===== src/rtl/vx_barrier_ctrl_if.sv =====
// Barrier arrival / release bundle between the warp-control execute path
// (master) and the per-core barrier responder (slave).
interface vx_barrier_ctrl_if #(
    parameter int NUM_WARPS    = 4,
    parameter int NUM_BARRIERS = 4,
    parameter int NW_WIDTH     = $clog2(NUM_WARPS),
    parameter int NB_WIDTH     = $clog2(NUM_BARRIERS)
);
    logic                    bar_valid;
    logic                    bar_ready;
    logic [NW_WIDTH-1:0]     bar_wid;
    logic [NB_WIDTH-1:0]     bar_id;
    logic [NW_WIDTH-1:0]     bar_size_m1;
    logic [NUM_WARPS-1:0]    stalled_warps;
    logic                    release_valid;
    logic [NB_WIDTH-1:0]     release_id;
    logic [NUM_WARPS-1:0]    release_mask;
    logic                    err_dup;
    logic [NUM_BARRIERS-1:0] active_barriers;

    modport master (
        output bar_valid, bar_wid, bar_id, bar_size_m1,
        input  bar_ready, stalled_warps, release_valid, release_id,
               release_mask, err_dup, active_barriers
    );

    modport slave (
        input  bar_valid, bar_wid, bar_id, bar_size_m1,
        output bar_ready, stalled_warps, release_valid, release_id,
               release_mask, err_dup, active_barriers
    );
endinterface


===== src/rtl/vx_barrier_ctrl.sv =====
// Per-core local barrier responder: counts arrivals per barrier ID, holds
// arriving warps stalled, and pulses a one-cycle release when the last
// participant arrives. One arrival is accepted per cycle.
module vx_barrier_ctrl #(
    parameter int NUM_WARPS    = 4,
    parameter int NUM_BARRIERS = 4,
    parameter int NW_WIDTH     = $clog2(NUM_WARPS),
    parameter int NB_WIDTH     = $clog2(NUM_BARRIERS)
) (
    input  logic              clk,
    input  logic              reset,
    vx_barrier_ctrl_if.slave  bus
);

    typedef enum logic [1:0] {
        ARR_NONE,
        ARR_DUP,
        ARR_COMPLETE,
        ARR_ADVANCE
    } arr_kind_e;

    localparam logic [NW_WIDTH-1:0] CNT_ONE = {{(NW_WIDTH-1){1'b0}}, 1'b1};

    logic [NW_WIDTH-1:0]  cnt_q  [NUM_BARRIERS];
    logic [NW_WIDTH-1:0]  cnt_d  [NUM_BARRIERS];
    logic [NUM_WARPS-1:0] mask_q [NUM_BARRIERS];
    logic [NUM_WARPS-1:0] mask_d [NUM_BARRIERS];
    logic [NW_WIDTH-1:0]  size_q [NUM_BARRIERS];
    logic [NW_WIDTH-1:0]  size_d [NUM_BARRIERS];

    logic [NUM_WARPS-1:0] stalled_q, stalled_d;
    logic                 rel_valid_q, rel_valid_d;
    logic [NB_WIDTH-1:0]  rel_id_q, rel_id_d;
    logic [NUM_WARPS-1:0] rel_mask_q, rel_mask_d;
    logic                 err_dup_q, err_dup_d;

    arr_kind_e            kind;
    logic [NUM_WARPS-1:0] wid_oh;
    logic [NW_WIDTH-1:0]  eff_size;
    logic [NUM_WARPS-1:0] done_mask;

    // State register: barrier tables, stall vector and registered event outputs.
    always_ff @(posedge clk or posedge reset) begin
        if (reset) begin
            for (int unsigned b = 0; b < NUM_BARRIERS; b++) begin
                cnt_q[b]  <= '0;
                mask_q[b] <= '0;
                size_q[b] <= '0;
            end
            stalled_q   <= '0;
            rel_valid_q <= 1'b0;
            rel_id_q    <= '0;
            rel_mask_q  <= '0;
            err_dup_q   <= 1'b0;
        end else begin
            cnt_q       <= cnt_d;
            mask_q      <= mask_d;
            size_q      <= size_d;
            stalled_q   <= stalled_d;
            rel_valid_q <= rel_valid_d;
            rel_id_q    <= rel_id_d;
            rel_mask_q  <= rel_mask_d;
            err_dup_q   <= err_dup_d;
        end
    end

    // Next state: classify the arrival (duplicate / completing / advancing) and update tables.
    always_comb begin
        cnt_d       = cnt_q;
        mask_d      = mask_q;
        size_d      = size_q;
        stalled_d   = stalled_q;
        rel_valid_d = 1'b0;
        rel_id_d    = '0;
        rel_mask_d  = '0;
        err_dup_d   = 1'b0;

        wid_oh = '0;
        wid_oh[bus.bar_wid] = 1'b1;

        // An idle barrier takes its size from the request; a waiting one keeps the latched size.
        eff_size  = (mask_q[bus.bar_id] == '0) ? bus.bar_size_m1 : size_q[bus.bar_id];
        done_mask = mask_q[bus.bar_id] | wid_oh;

        kind = ARR_NONE;
        if (bus.bar_valid) begin
            if (mask_q[bus.bar_id][bus.bar_wid])
                kind = ARR_DUP;
            else if (cnt_q[bus.bar_id] == eff_size)
                kind = ARR_COMPLETE;
            else
                kind = ARR_ADVANCE;
        end

        case (kind)
            ARR_DUP: begin
                err_dup_d = 1'b1;
            end
            ARR_COMPLETE: begin
                rel_valid_d          = 1'b1;
                rel_id_d             = bus.bar_id;
                rel_mask_d           = done_mask;
                cnt_d[bus.bar_id]    = '0;
                mask_d[bus.bar_id]   = '0;
                size_d[bus.bar_id]   = '0;
                stalled_d            = stalled_q & ~done_mask;
            end
            ARR_ADVANCE: begin
                cnt_d[bus.bar_id]    = cnt_q[bus.bar_id] + CNT_ONE;
                mask_d[bus.bar_id]   = done_mask;
                stalled_d            = stalled_q | wid_oh;
                if (mask_q[bus.bar_id] == '0)
                    size_d[bus.bar_id] = bus.bar_size_m1;
            end
            default: ;
        endcase
    end

    // Outputs: registered events plus per-barrier activity derived from the masks.
    always_comb begin
        bus.bar_ready       = ~reset;
        bus.stalled_warps   = stalled_q;
        bus.release_valid   = rel_valid_q;
        bus.release_id      = rel_id_q;
        bus.release_mask    = rel_mask_q;
        bus.err_dup         = err_dup_q;
        bus.active_barriers = '0;
        for (int unsigned b = 0; b < NUM_BARRIERS; b++)
            bus.active_barriers[b] = |mask_q[b];
    end

endmodule


===== src/flat_wrapper.sv =====
// flat-port wrapper written by rule: the top's interface ports become plain ports
module vx_barrier_ctrl_flat 
#(
    parameter int NUM_WARPS    = 4,
    parameter int NUM_BARRIERS = 4,
    parameter int NW_WIDTH     = $clog2(NUM_WARPS),
    parameter int NB_WIDTH     = $clog2(NUM_BARRIERS)
)
  (clk, reset, bus_bar_valid, bus_bar_wid, bus_bar_id, bus_bar_size_m1, bus_bar_ready, bus_stalled_warps, bus_release_valid, bus_release_id, bus_release_mask, bus_err_dup, bus_active_barriers);
  vx_barrier_ctrl_if #(.NUM_WARPS(NUM_WARPS), .NUM_BARRIERS(NUM_BARRIERS), .NW_WIDTH(NW_WIDTH), .NB_WIDTH(NB_WIDTH)) bus_i ();
  input  logic clk;
  input  logic reset;
  input wire logic [$bits(bus_i.bar_valid)-1:0] bus_bar_valid;
  input wire logic [$bits(bus_i.bar_wid)-1:0] bus_bar_wid;
  input wire logic [$bits(bus_i.bar_id)-1:0] bus_bar_id;
  input wire logic [$bits(bus_i.bar_size_m1)-1:0] bus_bar_size_m1;
  output wire logic [$bits(bus_i.bar_ready)-1:0] bus_bar_ready;
  output wire logic [$bits(bus_i.stalled_warps)-1:0] bus_stalled_warps;
  output wire logic [$bits(bus_i.release_valid)-1:0] bus_release_valid;
  output wire logic [$bits(bus_i.release_id)-1:0] bus_release_id;
  output wire logic [$bits(bus_i.release_mask)-1:0] bus_release_mask;
  output wire logic [$bits(bus_i.err_dup)-1:0] bus_err_dup;
  output wire logic [$bits(bus_i.active_barriers)-1:0] bus_active_barriers;
  assign bus_i.bar_valid = bus_bar_valid;
  assign bus_i.bar_wid = bus_bar_wid;
  assign bus_i.bar_id = bus_bar_id;
  assign bus_i.bar_size_m1 = bus_bar_size_m1;
  assign bus_bar_ready = bus_i.bar_ready;
  assign bus_stalled_warps = bus_i.stalled_warps;
  assign bus_release_valid = bus_i.release_valid;
  assign bus_release_id = bus_i.release_id;
  assign bus_release_mask = bus_i.release_mask;
  assign bus_err_dup = bus_i.err_dup;
  assign bus_active_barriers = bus_i.active_barriers;
  vx_barrier_ctrl #(.NUM_WARPS(NUM_WARPS), .NUM_BARRIERS(NUM_BARRIERS), .NW_WIDTH(NW_WIDTH), .NB_WIDTH(NB_WIDTH)) u_core (.clk(clk), .reset(reset), .bus(bus_i));
endmodule

===== config.mk =====
export PLATFORM = sky130hd
export DESIGN_NAME = vx_barrier_ctrl_flat
export DESIGN_NICKNAME = d
export VERILOG_FILES = /design/src/rtl/vx_barrier_ctrl_if.sv /design/src/rtl/vx_barrier_ctrl.sv /design/src/flat_wrapper.sv
export SDC_FILE = /design/constraint.sdc
export NUM_CORES = 1
export LEC_CHECK = 0
export ABC_AREA = 1
export CAP_MARGIN = 10
export CELL_PAD_IN_SITES_DETAIL_PLACEMENT = 1
export CELL_PAD_IN_SITES_GLOBAL_PLACEMENT = 2
export CORE_MARGIN = 4
export CORE_UTILIZATION = 30
export CTS_BUF_LIST = sky130_fd_sc_hd__clkbuf_4 sky130_fd_sc_hd__clkbuf_8 sky130_fd_sc_hd__clkbuf_16
export DETAILED_ROUTE_END_ITERATION = 8
export GPL_ROUTABILITY_DRIVEN = 1
export PLACE_DENSITY_LB_ADDON = 0.3
export SLEW_MARGIN = 10
export SYNTH_ARGS = -nofsm -noshare
export SYNTH_HDL_FRONTEND = slang
export SYNTH_SLANG_ARGS = --single-unit
export TNS_END_PERCENT = 30

===== constraint.sdc =====
create_clock -name clk -period 2.1 [get_ports clk]
set_input_delay 0.63 -clock clk [delete_from_list [all_inputs] [get_ports clk]]
set_output_delay 0.63 -clock clk [all_outputs]
set_load 0.1 [all_outputs]

; ---- After elaboration in Yosys (flattened, before gate mapping)
; Cells that the tools add are included.
[op_classes]
n_addsub = 1
order_cmp = 4
n_eq_ne = 5
muxes = 33
n_bitwise = 11
n_reduce_logical = 9
[op_table]
columns = op, count
row1 = one-hot mux 16 bit (2 select lines), 1
row2 = one-hot mux 8 bit (2 select lines), 2
row3 = two-way mux 2 bit, 9
row4 = AND 16 bit, 1
row5 = AND 8 bit, 2
row6 = bitwise mux 16 bit, 1
row7 = bitwise mux 8 bit, 2
row8 = two-way mux 4 bit, 4
row9 = inverter 16 bit, 1
row10 = OR reduction 4 bit, 4
row11 = binary-select mux 2 bit (select 2 bit), 2
row12 = binary-select mux 4 bit (select 2 bit), 1
row13 = demux 4 bit (select 2 bit), 1
row14 = two-way mux 8 bit, 1
row15 = inverter 8 bit, 1
row16 = OR 4 bit, 2
row17 = one-hot mux 4 bit (2 select lines), 1
row18 = two-way mux 1 bit, 5
row19 = AND 4 bit, 1
row20 = demux 2 bit (select 2 bit), 1
row21 = "== test 2 bit, second input constant", 2
row22 = zero test 4 bit, 1
row23 = inverter 4 bit, 1
row24 = ">= comparator 3 bit, second input constant", 1
row25 = other kinds (14), 15
[word_totals]
regBits = 44
output_inout_bits = 17
elab_cells = 80

; ---- Longest topological paths before layout
; Gate-level depths: netlist (run 1).
[logic_depth]
word_depth = 13
ltp_mapped = 18

; ---- Worst setup path before layout (run 1)
; OpenSTA, ideal clock, no wires.
[synth_path]
path_kind = input-to-output
start = input port reset
end = output port bus_bar_ready
t_arrival_ps = 2107
required_ps = 1470
slack_ps = -637
path_stages = 1
path_buffers = 0
cell_sequence = inv_1
[synth_via]
elab_chain_len = 1
[synth_lines]
columns = element, line_no
row1 = "start, declared", flat_wrapper.sv:12  ; input logic reset;
row2 = inverter 1 bit, vx_barrier_ctrl.sv:121  ; bus.bar_ready = ~reset;
row3 = "end, declared", flat_wrapper.sv:17  ; output wire logic [$bits(bus_i.bar_ready)-1:0] bus_bar_ready;
; No other way between the ends.

; ---- Final worst setup path (run 1)
[layout_path]
start = register u_core.mask_q[0] in the netlist's numbering
end = output port bus_active_barriers[3]
[layout_via]
elab_chain_len = 1
[layout_lines]
columns = element, line_no
row1 = "start, declared", vx_barrier_ctrl.sv:26  ; logic [NUM_WARPS-1:0] mask_q [NUM_BARRIERS];
row2 = "start signal, assigned", vx_barrier_ctrl.sv:57  ; mask_q <= mask_d;
row3 = OR reduction 4 bit, vx_barrier_ctrl.sv:129  ; bus.active_barriers[b] = |mask_q[b];
row4 = "end, declared", flat_wrapper.sv:23  ; output wire logic [$bits(bus_i.active_barriers)-1:0] bus_active_barriers;
; No other way between the ends.

==> summary.txt, run 1 <==
run status - completed
Clock Latency Late Sink - 0.30 ns
Die H - 99.2 um
Syn. warnings - 0
global-route wire length before repair - 13200 um
Post-Synth Adder-Cell Area - 0%
Die X - 99.2 um
Synth Instances - 320
Area contributors post-synth - dfrtp_1 44%, nand2_1 21%, inv_1 4.5%, nor2_1 4.1%, nor2_8 4.0%
number of synthesized flops with an enable pin - 0
hold_buf cts - 0
global route total overflow - 0
Final Core Density - 48.9%
biggest area consumer among synthesized cells - dfrtp_1
post-DP HPWL - 5830 um
TritonCTS clock tree - yes
Compound-Gate Fraction of Synth Area - 2.81%
row cnt - 33
Initial Utilization - 30.5%
ys flop type - dfrtp_1
mux share of post-synthesis cell area - 0%
Setup Skew - 0.00742 ns
share of cells above drive strength 1 - 46.1%
Post-Synth Simple-Gate Area - 44.9%
count leader, synth - nand2_1
final setup fails - 0
Req. time, crit path - 1.47 ns
Num CTS Buffers - 5
unrepaired setup endpoints after global routing - yes
HP Class - flop to flop
async set-reset flop share out of synthesis - 100%
total number of vias - 2355
Synth cell types - 24
Final GP Congestion - 0.827
Syn-to-layout area delta - 60.1%
WP data arrival - 1.46 ns
Peak Freq - 478 MHz
All-Layer GR Usage - 17.1%
min Tclk post-route - 2.09 ns
Synthesized Nets - 329
largest family of logic cells by synthesized area - simple AND/OR/NAND/NOR gates
crit end category - output pin
root cell of the clock tree - clkbuf_8
max-slew violations - 0
Max Cap Violations - 0
Largest stage delay, worst path - 0.54 ns
placed cells - 489
die area - 9850 um^2
vias per cell - 4.54
Final Non-Filler Cells - 519
Clock Path Buffers - 2
Synth Cell Area - 2500 um^2
CTS sink count - 44
nets - 422
Starting DRT DRC Count - 66
vias in the first global route - 2533
initial antenna violation count - 0
IO Pins - 26
cell leakage power - 2.19 nW
worst vdd ir - 1.07 mV
Core Region - 8180 um^2
Seq/Total Area, Yosys - 44.1%
clock slew at reported path FFs - 0.08 ns
Synth Area in XOR/XNOR - 0.351%
crit-path cells - or4_4 -> buf_12
Post-synth top cells - 142 x nand2_1, 44 x dfrtp_1, 30 x inv_1, 27 x nor2_1, 9 x nand2_2
drt pass-1 iters - 4
Crit Path Max Fanout - 3
port bufs - 25
DR WL/cell - 15.6 um
# H-tree levels - 2
Critical-path top delay cell - or4_4
DRC - 0
#FFs+latches synth - 44
startpoint types - flop
Slew headroom - 60.7%
Mapped Avg Cell Area - 7.80 um^2
largest net degree at the start of global routing - 45
power density cells - 1580 nW/um^2
Slew @ Worst Pin - 0.590 ns
Antenna Nets Post-Route - 0
final period utilization - 99.7%
top cell type's share of synthesized area - 44.1%
CP Class - flop to output pin
endpoints failing hold - 0
# diodes - 0
Total Wirelength - 8100 um
metal layers:
| layer | global-route usage, % | routed length (um) | vias to the layer above |
|---|---|---|---|
| met1 | 23.1 | 3630 | 1138 |
| met4 | 5.78 | 137 | 0 |
| met3 | 2.45 | 221 | 9 |
| li1 | - | - | 1167 |
| met5 | 0 | 0 | - |
| met2 | 28.2 | 4120 | 41 |
path summary, 6_finish.rpt:
check	to	from	slack [ns]	cells after the start
max in group asynchronous	u_core.mask_q[1]$_DFFE_PP0P_	reset	0.94	3
min in group asynchronous	u_core.mask_q[13]$_DFFE_PP0P_	reset	0.74	3
min reg2reg	u_core.cnt_q[6]$_DFFE_PP0P_	u_core.cnt_q[6]$_DFFE_PP0P_	0.49	2
max reg2reg	u_core.size_q[0]$_DFFE_PP0P_	u_core.mask_q[13]$_DFFE_PP0P_	0.08	16
min	u_core.cnt_q[6]$_DFFE_PP0P_	u_core.cnt_q[6]$_DFFE_PP0P_	0.49	2
max	bus_active_barriers[3]	u_core.mask_q[0]$_DFFE_PP0P_	0.007	2
cell families after synthesis:
logic type | count (synthesis)
buffers and inverters | 42
AND/OR/NAND/NOR | 221
flip-flops | 44
XOR/XNOR | 1
AO/OA/AOI/OAI | 12
layout by cell type, fill, tap and decap left out, drive strengths merged:
master and count:
nand2 157, buf 85, dfrtp 44, nor2 40
inv 35, nand3 11, nand4 9, o21ai 7
clkbuf 6, or4 4, clkinv 3, clkdlybuf4s50 3
o22ai 3, dlymetal6s2s 2, o221ai 1, o21bai 1
xor2 1, clkinvlp 1, dlygate4sd2 1
repair_timing:
item	in CTS	in global routing
gates cloned	1	0
setup endpoints to repair	48	45
buffers inserted	9	13
resized for setup	55	55
pin swaps	28	31
worst max-delay path: cells and delay by family, from the launching register on:
family	cells	cell delay [ns]
buffers and inverters	1	0.18
AND/OR/NAND/NOR	1	0.54
flip-flops	1	0.44
stage by stage:
step           TNS (ns)  hold WS [ns]  power (mW)  worst slack [ns]  area (um^2)
2_1_floorplan     -1.23         0.442        3.65           -0.0582         2500
3_3_place_gp     -30.21         0.461        5.03            -0.776         3380
3_5_place_dp     -31.04         0.472        5.08            -0.799         3380
4_1_cts         -0.0267         0.493        5.98           -0.0227         3720
5_1_grt           -1.24         0.530        6.72            -0.107         4000
6_report              0         0.492        6.34           0.00671         4000
power by group:
part | internal [mW] | switching (mW) | leakage [nW] | total, mW
sequential | 1.17 | 0.315 | 0.571 | 1.48
clock | 0.263 | 0.312 | 0.0510 | 0.575
combinational | 1.73 | 2.55 | 1.57 | 4.28
total | 3.16 | 3.18 | 2.19 | 6.34
cell type report:
type	instances	area, um^2
clock buffers	6	82.6
clock inverters	2	10.0
fillers	952	4180
inverters	37	151
multi-input cells	234	1500
flip-flops and latches	44	1100
well taps	105	131
repair buffers	91	1020
registers in the layout (all words and copies together) (netlist names):
signal and count:
u_core.cnt_q 8, u_core.bus.err_dup 1, u_core.bus.stalled_warps 4, u_core.size_q 8
u_core.mask_q 16, u_core.bus.release_mask 4, u_core.bus.release_id 2, u_core.bus.release_valid 1
Power figures use the tool's default switching activity.
==> inputs of run 2 (changes only) <==
--- a/config.mk
+++ b/config.mk
@@ -10,7 +10,7 @@
 export CELL_PAD_IN_SITES_DETAIL_PLACEMENT = 1
 export CELL_PAD_IN_SITES_GLOBAL_PLACEMENT = 2
 export CORE_MARGIN = 4
-export CORE_UTILIZATION = 30
+export CORE_UTILIZATION = 36
 export CTS_BUF_LIST = sky130_fd_sc_hd__clkbuf_4 sky130_fd_sc_hd__clkbuf_8 sky130_fd_sc_hd__clkbuf_16
 export DETAILED_ROUTE_END_ITERATION = 8
 export GPL_ROUTABILITY_DRIVEN = 1
==> constraint.sdc (replaced) <==
create_clock -name clk -period 2.45 [get_ports clk]
set_input_delay 0.735 -clock clk [delete_from_list [all_inputs] [get_ports clk]]
set_output_delay 0.735 -clock clk [all_outputs]
set_load 0.1 [all_outputs]
==> summary.txt, run 2 (synthesis results as in run 1) <==
run status - completed (unchanged)
All-Layer GR Usage - 18.5% (was 17.1%)
startpoint types - input pin (was flop)
Clock Path Buffers - 2 (unchanged)
root cell of the clock tree - clkbuf_8 (unchanged)
cell leakage power - 1.87 nW (was 2.19 nW)
Setup Skew - 0.00600 ns (was 0.00742 ns)
Crit Path Max Fanout - 2 (was 3)
# H-tree levels - 2 (unchanged)
CP Class - input pin to output pin (was flop to output pin)
global route total overflow - 0 (unchanged)
Num CTS Buffers - 5 (unchanged)
CP Launch Point - reset (was u_core.mask_q[0]$_DFFE_PP0P_)
Peak Freq - 429 MHz
Antenna Nets Post-Route - 0 (unchanged)
R2R Path Start - u_core.mask_q[2]$_DFFE_PP0P_ (was u_core.mask_q[13]$_DFFE_PP0P_)
crit end category - output pin (unchanged)
port bufs - 25 (unchanged)
IO Pins - 26 (unchanged)
drt pass-1 iters - 4 (unchanged)
worst vdd ir - 0.827 mV (was 1.07 mV)
endpoints failing hold - 0 (unchanged)
nets - 396 (was 422)
reg-to-reg slack, setup - 0.57 ns (was 0.08 ns)
Final GP Congestion - 0.813 (was 0.827)
CTS sink count - 44 (unchanged)
Largest Register - u_core.mask_q (unchanged)
initial antenna violation count - 0 (unchanged)
Setup Fix Bufs, Post-CTS - 0 (was 9)
r2r worst-path depth - 15 (was 16)
Core Region - 6760 um^2 (was 8180 um^2)
Regs by FF count - u_core.mask_q: 16 flops, u_core.cnt_q: 8 flops, u_core.size_q: 8 flops (unchanged)
Die H - 91.3 um (was 99.2 um)
vias per cell - 4.75 (was 4.54)
min Tclk post-route - 2.33 ns
Initial Utilization - 37.0% (was 30.5%)
Total Wirelength - 7020 um (was 8100 um)
Slew headroom - 62.1% (was 60.7%)
WHS Path Cells - 2 (unchanged)
Req. time, crit path - 1.71 ns (was 1.47 ns)
worst setup path endpoint - bus_bar_ready (was bus_active_barriers[3])
vias in the first global route - 2398 (was 2533)
Clock Latency Late Sink - 0.31 ns (was 0.30 ns)
largest net degree at the start of global routing - 45 (unchanged)
Syn-to-layout area delta - 31.0% (was 60.1%)
most common cell after layout, fill and taps aside - nand2_1 (unchanged)
Die X - 91.3 um (was 99.2 um)
unrepaired setup endpoints after global routing - no (was yes)
DRC - 0 (unchanged)
Max Cap Violations - 0 (unchanged)
Final Core Density - 48.4% (was 48.9%)
Final Power - 4.63 mW (was 6.34 mW)
power density cells - 1420 nW/um^2 (was 1580 nW/um^2)
share of cells above drive strength 1 - 28.1% (was 46.1%)
row cnt - 30 (was 33)
Fill cells - 827 (was 952)
DR WL/cell - 15.0 um (was 15.6 um)
Starting DRT DRC Count - 76 (was 66)
max reg flops - 16 (unchanged)
clock slew at reported path FFs - 0.08 ns (about the same)
WP data arrival - 1.59 ns (was 1.46 ns)
Slew @ Worst Pin - 0.568 ns (was 0.590 ns)
most frequent cells in the layout - 142 x nand2_1, 50 x buf_4, 44 x dfrtp_1, 29 x inv_1, 27 x nor2_1 (was 106 x nand2_1, 57 x buf_4, 44 x dfrtp_1, 29 x nand2_2, 28 x inv_1)
max-slew violations - 0 (unchanged)
global-route wire length before repair - 12100 um (was 13200 um)
die area - 8330 um^2 (was 9850 um^2)
final setup fails - 0 (unchanged)
final period utilization - 95.1%
post-DP HPWL - 5630 um (was 5830 um)
# diodes - 0 (unchanged)
TritonCTS clock tree - yes (unchanged)
Critical R2R Capture - u_core.size_q[3]$_DFFE_PP0P_ (was u_core.size_q[0]$_DFFE_PP0P_)
HP Class - flop to flop (unchanged)
total number of vias - 2221 (was 2355)
-- run 2: cell count changes in the layout (fill, tap and decap cells not counted), sizes merged --
cell and delta:
clkdlybuf4s50 +3, bufinv +1, buf -28, clkbuf +1, dlymetal6s2s -2, clkinv -1
-- run 2: final cells by class --
| class | count | area (um^2) | area share [%] |
|---|---|---|---|
| clock inverters | 2 | 35.0 | 1.07 |
| inverters | 37 | 145 | 4.44 |
| repair buffers | 65 | 589 | 18.0 |
| multi-input cells | 234 | 1220 | 37.4 |
| flip-flops and latches | 44 | 1100 | 33.7 |
| clock buffers | 6 | 76.3 | 2.33 |
| well taps | 80 | 100 | 3.06 |
-- run 2: what timing repair did --
action,CTS,global route
hold buffers,0,0
endpoints found under the setup margin,43,11
pin swaps,1,3
gates resized for setup,5,6
-- run 2: critical path, cell delays in order --
cell	delay [ns]
clkdlybuf4s50_1	0.50
clkinvlp_4	0.16
buf_12	0.20
-- run 2: routing by layer --
| layer | vias to the layer above | GRT usage [%] | wire (um) |
|---|---|---|---|
| li1 | 1122 | - | - |
| met1 | 1070 | 24.8 | 3390 |
| met2 | 21 | 30.3 | 3370 |
| met3 | 8 | 3.40 | 157 |
| met4 | 0 | 5.40 | 104 |
| met5 | - | 0 | 0 |
-- run 2: worst min-delay path by stage --
stage,startpoint,endpoint,slack (ns)
floorplan,u_core.size_q[5]$_DFFE_PP0P_,u_core.size_q[5]$_DFFE_PP0P_,0.44
global placement,u_core.cnt_q[0]$_DFFE_PP0P_,u_core.cnt_q[0]$_DFFE_PP0P_,0.46
detailed placement,u_core.size_q[5]$_DFFE_PP0P_,u_core.size_q[5]$_DFFE_PP0P_,0.47
CTS,u_core.size_q[5]$_DFFE_PP0P_,u_core.size_q[5]$_DFFE_PP0P_,0.49
global route,u_core.cnt_q[5]$_DFFE_PP0P_,u_core.cnt_q[5]$_DFFE_PP0P_,0.52
finish,u_core.size_q[5]$_DFFE_PP0P_,u_core.size_q[5]$_DFFE_PP0P_,0.49
-- run 2: per-stage QoR --
| step | area, um^2 | worst slack, ns | TNS [ns] | hold WS (ns) | std cells |
|---|---|---|---|---|---|
| floorplan | 2500 | 0.0818 | 0 | 0.442 | 320 |
| global placement | 3140 | -0.455 | -17.50 | 0.464 | 460 |
| detailed placement | 3140 | -0.493 | -18.89 | 0.471 | 460 |
| CTS | 3260 | 0.0941 | 0 | 0.489 | 468 |
| global route | 3270 | 0.0522 | 0 | 0.517 | 468 |
| finish | 3270 | 0.120 | 0 | 0.489 | 468 |
-- run 2: report_power, final --
part / switching [mW] / internal [mW] / total (mW)
logic: 1.93 / 0.934 / 2.87
registers: 0.189 / 1.00 / 1.19
clock network: 0.262 / 0.314 / 0.576
total: 2.39 / 2.25 / 4.63
